`config.mk`:
```
export PLATFORM = sky130hd
export DESIGN_NAME = trigger_ctrl
export DESIGN_NICKNAME = d
export VERILOG_FILES = /design/src/rtl/trigger_ctrl.sv
export SDC_FILE = /design/constraint.sdc
export NUM_CORES = 1
export LEC_CHECK = 0
export CAP_MARGIN = 20
export CORE_AREA = 2 2 250 252
export CTS_CLUSTER_SIZE = 12
export DETAILED_ROUTE_END_ITERATION = 8
export DIE_AREA = 0 0 252 254
export MAX_ROUTING_LAYER = met4
export PLACE_DENSITY_LB_ADDON = 0.08
export SETUP_SLACK_MARGIN = 0.4
export SLEW_MARGIN = 10
export SYNTH_ARGS = -nofsm -noshare
export SYNTH_HDL_FRONTEND = slang
export SYNTH_SLANG_ARGS = --single-unit
export TNS_END_PERCENT = 50
```
`constraint.sdc`:
```
create_clock -name clk -period 4.8 [get_ports clk]
set_input_delay 0.48 -clock clk [delete_from_list [all_inputs] [get_ports clk]]
set_output_delay 0.48 -clock clk [all_outputs]
set_load 0.03 [all_outputs]
```
`src/rtl/trigger_ctrl.sv`:
```
// Trigger CSR window (tselect/tdata1-3/tinfo) and trigger-to-debug halt sequencing.
// Optional hit log register at 0x7C0 is enabled by defining TRIGGER_CTRL_HITLOG_EN.
module trigger_ctrl #(
    parameter  int NUM_TRIGGERS = 4,
    localparam int SEL_W        = (NUM_TRIGGERS > 1) ? $clog2(NUM_TRIGGERS) : 1
) (
    input  logic                       clk,
    input  logic                       rst,
    input  logic [11:0]                csr_addr,
    input  logic [31:0]                csr_wdata,
    input  logic                       csr_write,
    output logic [31:0]                csr_rdata,
    output logic                       csr_valid,
    output logic [31:0]                tdata1_out,
    output logic [NUM_TRIGGERS-1:0]    tdata1_write,
    output logic [NUM_TRIGGERS-1:0]    tdata2_write,
    output logic [NUM_TRIGGERS-1:0]    tdata3_write,
    input  logic [32*NUM_TRIGGERS-1:0] tdata1_in,
    input  logic [32*NUM_TRIGGERS-1:0] tdata2_in,
    input  logic [32*NUM_TRIGGERS-1:0] tdata3_in,
    input  logic [32*NUM_TRIGGERS-1:0] tinfo_in,
    input  logic [NUM_TRIGGERS-1:0]    trig_hit,
    input  logic                       debug,
    input  logic                       retire,
    input  logic                       halt_ack,
    output logic                       halt_req,
    output logic [SEL_W-1:0]           hit_index
);

    localparam logic [11:0] ADDR_TSELECT = 12'h7A0;
    localparam logic [11:0] ADDR_TDATA1  = 12'h7A1;
    localparam logic [11:0] ADDR_TDATA2  = 12'h7A2;
    localparam logic [11:0] ADDR_TDATA3  = 12'h7A3;
    localparam logic [11:0] ADDR_TINFO   = 12'h7A4;
    localparam logic [11:0] ADDR_TLOG    = 12'h7C0;

    localparam logic [1:0] ST_IDLE   = 2'd0;
    localparam logic [1:0] ST_REQ    = 2'd1;
    localparam logic [1:0] ST_HALTED = 2'd2;
    localparam logic [1:0] ST_SKIP   = 2'd3;

    logic [1:0]              state;
    logic                    dbg_seen;
    logic [SEL_W-1:0]        tselect;
    logic [SEL_W-1:0]        win_idx;
    logic [NUM_TRIGGERS-1:0] sel_onehot;
    logic [SEL_W+4:0]        sel_base;
    logic                    hit_any;
    logic                    start_req;
    logic                    tselect_load;

    assign hit_any      = |trig_hit;
    assign start_req    = (state == ST_IDLE) && hit_any && !debug;
    assign halt_req     = (state == ST_REQ);
    assign sel_onehot   = NUM_TRIGGERS'(1) << tselect;
    assign sel_base     = {tselect, 5'd0};
    assign tselect_load = csr_write && (csr_addr == ADDR_TSELECT) &&
                          (csr_wdata < 32'(NUM_TRIGGERS));

    // Lowest index wins: scan from the top so the last match is the smallest.
    always_comb begin
        win_idx = '0;
        for (int i = NUM_TRIGGERS - 1; i >= 0; i--) begin
            if (trig_hit[i]) win_idx = SEL_W'(i);
        end
    end

    assign tdata1_out   = csr_wdata;
    assign tdata1_write = (csr_write && csr_addr == ADDR_TDATA1) ? sel_onehot : '0;
    assign tdata2_write = (csr_write && csr_addr == ADDR_TDATA2) ? sel_onehot : '0;
    assign tdata3_write = (csr_write && csr_addr == ADDR_TDATA3) ? sel_onehot : '0;

`ifdef TRIGGER_CTRL_HITLOG_EN
    logic [NUM_TRIGGERS-1:0] tlog;
    logic [NUM_TRIGGERS-1:0] tlog_set;
    logic [NUM_TRIGGERS-1:0] tlog_clr;

    assign tlog_set = start_req ? (NUM_TRIGGERS'(1) << win_idx) : '0;
    assign tlog_clr = (csr_write && csr_addr == ADDR_TLOG) ? csr_wdata[NUM_TRIGGERS-1:0] : '0;

    // Set is OR-ed in after the clear so a coincident hit is never lost.
    always_ff @(posedge clk) begin
        if (rst) tlog <= '0;
        else     tlog <= (tlog & ~tlog_clr) | tlog_set;
    end
`endif

    always_comb begin
        csr_rdata = '0;
        csr_valid = 1'b0;
        case (csr_addr)
            ADDR_TSELECT: begin csr_valid = 1'b1; csr_rdata = 32'(tselect);         end
            ADDR_TDATA1:  begin csr_valid = 1'b1; csr_rdata = tdata1_in[sel_base +: 32]; end
            ADDR_TDATA2:  begin csr_valid = 1'b1; csr_rdata = tdata2_in[sel_base +: 32]; end
            ADDR_TDATA3:  begin csr_valid = 1'b1; csr_rdata = tdata3_in[sel_base +: 32]; end
            ADDR_TINFO:   begin csr_valid = 1'b1; csr_rdata = tinfo_in[sel_base +: 32];  end
`ifdef TRIGGER_CTRL_HITLOG_EN
            ADDR_TLOG:    begin csr_valid = 1'b1; csr_rdata = 32'(tlog);            end
`endif
            default: ;
        endcase
    end

    always_ff @(posedge clk) begin
        if (rst)               tselect <= '0;
        else if (tselect_load) tselect <= csr_wdata[SEL_W-1:0];
    end

    // dbg_seen records that debug has been high in HALTED, so the next low is the resume edge.
    always_ff @(posedge clk) begin
        if (rst) begin
            state     <= ST_IDLE;
            dbg_seen  <= 1'b0;
            hit_index <= '0;
        end else begin
            case (state)
                ST_IDLE: begin
                    if (start_req) begin
                        state     <= ST_REQ;
                        hit_index <= win_idx;
                    end else if (debug) begin
                        state    <= ST_HALTED;
                        dbg_seen <= 1'b1;
                    end
                end
                ST_REQ: begin
                    if (halt_ack) begin
                        state    <= ST_HALTED;
                        dbg_seen <= 1'b0;
                    end
                end
                ST_HALTED: begin
                    if (dbg_seen && !debug) state    <= ST_SKIP;
                    else if (debug)         dbg_seen <= 1'b1;
                end
                ST_SKIP: begin
                    if (retire) state <= ST_IDLE;
                end
                default: state <= ST_IDLE;
            endcase
        end
    end

endmodule

```
==> summary.txt <==
Run status
  • Status: finished clean

STA
  • Hold_ws: 0.4935 ns
  • Final Skew: 0.005525 ns
  • Slew @ Worst Pin: 1.052 ns
  • Fmax: 244.9 MHz
  • Max Transition Viols Final: 0
  • Final period utilization: 85.07%
  • Final hold vios: 0
  • Tmin final: 4.083 ns
  • RSZ-0062 raised after global routing: no
  • Slew margin rel.: 29.89%
  • Final setup viols: 0
  • Setup TNS: 0 ns

Clocking
  • CTS buffer count: 3
  • CTS root buffer: clkbuf_16
  • Clk pin slew, worst setup/hold paths: 0.04 ns
  • Longest Clk Path Bufs: 2
  • Postcts setup bufs: 0
  • Cts hold-fix bufs: 0
  • Clock latency on the worst-skew pair: 0.23 ns
  • H-Tree Level Count: 1
  • Sink Count: 7
  • Post_cts resized: 0
  • TritonCTS clock tree: done

Finish
  • Layout cells sized above 1: 14.22%
  • Layout area overhead: 143.4%
  • Nets: 1,809
  • # fillers: 6,858

Floorplan
  • Die outline area: 0.06401 sq mm
  • Cell Rows: 91
  • Core area: 0.06126 sq mm
  • Starting Density: 8.307%
  • Die H: 254 um
  • IO Count: 646
  • Die width: 252 um

Worst setup path
  • CP peak stage delay: 0.72 ns
  • WS Path Type: input port to output pin
  • Most used cell, CP: buf_4
  • Worst reg2reg startpoint: state[1]$_SDFFE_PP0P_
  • Setup crit start kind: input port
  • Worst path top cell family by delay: buffers and inverters
  • Critical Path End Type: output pin
  • Crit-path max FO: 28
  • Worst-path cell chain: clkdlybuf4s50_1 > nor2b_4 > and2_2 > buf_4 > a22oi_1 > a21oi_1 > nand3_1 > o21ai_1 > buf_4
  • Required time of the critical path: 4.32 ns
  • Setup crit start: csr_addr[1]
  • Data arrival, critical path: 3.60 ns
  • Slowest-stage cell, CP: clkdlybuf4s50_1
  • Buf+Inv Stages, Crit Path: 3

Logic synthesis
  • Distinct cell type count after synthesis: 49
  • Number of synthesized flops with an enable pin: 0
  • Register area share after synthesis: 2.754%
  • Post-Syn Area: 0.005089 sq mm
  • Syn Area/Cell: 7.629 sq um
  • Ys Warns: 0
  • Ranking of synthesized cells by area: mux2_2, mux4_2, a221oi_1, a21oi_1, mux2i_1
  • Ys async rst share: 0%
  • Count leader, synth: a21oi_1
  • Main synth FF type: dfxtp_1
  • Synth area leader: mux2_2
  • Post-Synthesis Cells: 667
  • Syn_nets: 1,237
  • FF+latch count, synth: 7
  • Post-synth top area share: 13.94%
  • Synth top cells by count: a21oi_1, mux2_2, a221oi_1

Routing
  • Vias per cell: 3.950
  • Wire per inst: 26.71 um
  • DRT iter0 DRCs: 332
  • DR vias: 8,069
  • Routed wire length: 54.57 mm
  • DRC viols: 0
  • Post-route ant nets: 0
  • Pre-antenna DRT Iters: 6

Global routing
  • Vias in the first global route: 8,442
  • Antenna violations before repair: 19
  • Remaining global-route overflow: 0
  • GRT Util Overall: 16.37%
  • Global-route wire length before repair: 70.67 mm
  • Largest net degree at the start of global routing: 51

Power
  • Static leakage: 4.226 nW
  • Overall power: 1.147 mW
  • PwrDens: 92.62 mW/mm^2
  • Max IR drop VDD: 0.0001353 V

Run
  • Max-cap violations: 0

Place
  • IO buf count: 645
  • HPWL after detailed placement: 46.33 mm
  • GPL Wtd Cong: 0.8150

Min path
  • Hold Path Class: flip-flop to flip-flop
  • Hold Startpoint: hit_index[1]$_SDFFE_PP0P_
==> worst paths after layout <==
path	to	slack [ns]	depth (start not counted)
min	hit_index[1]$_SDFFE_PP0P_	0.49	2
max reg2reg	state[0]$_SDFFE_PP0P_	3.10	6
min reg2reg	hit_index[1]$_SDFFE_PP0P_	0.49	2
max	csr_rdata[30]	0.72	9
==> worst min-delay path, cell delays in order (launching register included) <==
cell,delay (ns)
dfxtp_1,0.30
nor2_1,0.10
nor3_1,0.05
==> state kept, by name (all words and copies together), names as in the netlist <==
name,count
tselect,2
dbg_seen,1
hit_index,2
state,2
==> report_power, final <==
part / internal (mW) / leakage [nW] / total [mW] / switching [mW]
combinational: 0.584 / 4.13 / 0.920 / 0.337
clock: 0.111 / 0.0382 / 0.146 / 0.0350
sequential: 0.0714 / 0.0588 / 0.0811 / 0.00962
==> kinds of logic (layout without fill, tap and decap cells) <==
logic type / count (synthesis) / in the layout / share of synthesized area [%]
AO/OA/AOI/OAI: 273 / 273 / 35.90
XOR/XNOR: 1 / 1 / 0.1721
adder cells (fa/ha/maj): 4 / 4 / 0.9836
buffers and inverters: 115 / 686 / 12.10
flip-flops: 7 / 7 / 2.754
multiplexers: 125 / 125 / 33.51
other: 0 / 15 / 0
AND/OR/NAND/NOR: 142 / 142 / 14.58
==> stage by stage <==
| stage | setup WS (ns) | cell area, sq um | instances | util [%] |
|---|---|---|---|---|
| finish | 0.7165 | 12390 | 2043 | 20.22 |
| global route | 0.4805 | 12390 | 2043 | 20.22 |
| CTS | 0.6907 | 12350 | 2028 | 20.16 |
| detailed placement | 0.6940 | 12270 | 2024 | 20.03 |
| global placement | 0.7675 | 12270 | 2024 | 20.03 |
| floorplan | 1.930 | 5089 | 667 | - |
==> layout by cell type (no fill, tap or decap), drive strengths merged, types with 2 or more instances in the layout <==
master	instances
clkdlybuf4s50	611
a21oi	86
buf	64
mux2	63
a221oi	60
o21ai	55
mux2i	32
nand2	31
mux4	30
a22oi	28
nor3	27
nor2	22
a22o	16
nand3	16
diode	15
nor4	14
nor2b	12
a211oi	10
inv	7
dfxtp	7
nand4	5
nand2b	5
o2bb2ai	4
ha	4
clkbuf	4
o22ai	3
a2bb2oi	3
a221o	2
nor3b	2
o2111ai	2
nor4b	2
==> routing by layer <==
metal | vias up | global-route usage, % | wire length, um
li1 | 3817 | - | -
met1 | 3847 | 18.40 | 21690
met2 | 382 | 30.21 | 28410
met3 | 23 | 4.097 | 4010
met4 | 0 | 1.369 | 453
met5 | - | - | 0
==> layout make-up <==
type,instances,area [sq um],area share [%]
Timing Repair Buffer,675,6738,54.39
Multi-Input combinational cell,545,4373,35.30
Tap cell,790,988.4,7.980
Sequential cell,7,145.1,1.172
Clock buffer,4,78.83,0.6364
Antenna cell,15,37.54,0.3030
Inverter,7,26.28,0.2121
No activity file was read; power rests on OpenSTA's default activity.
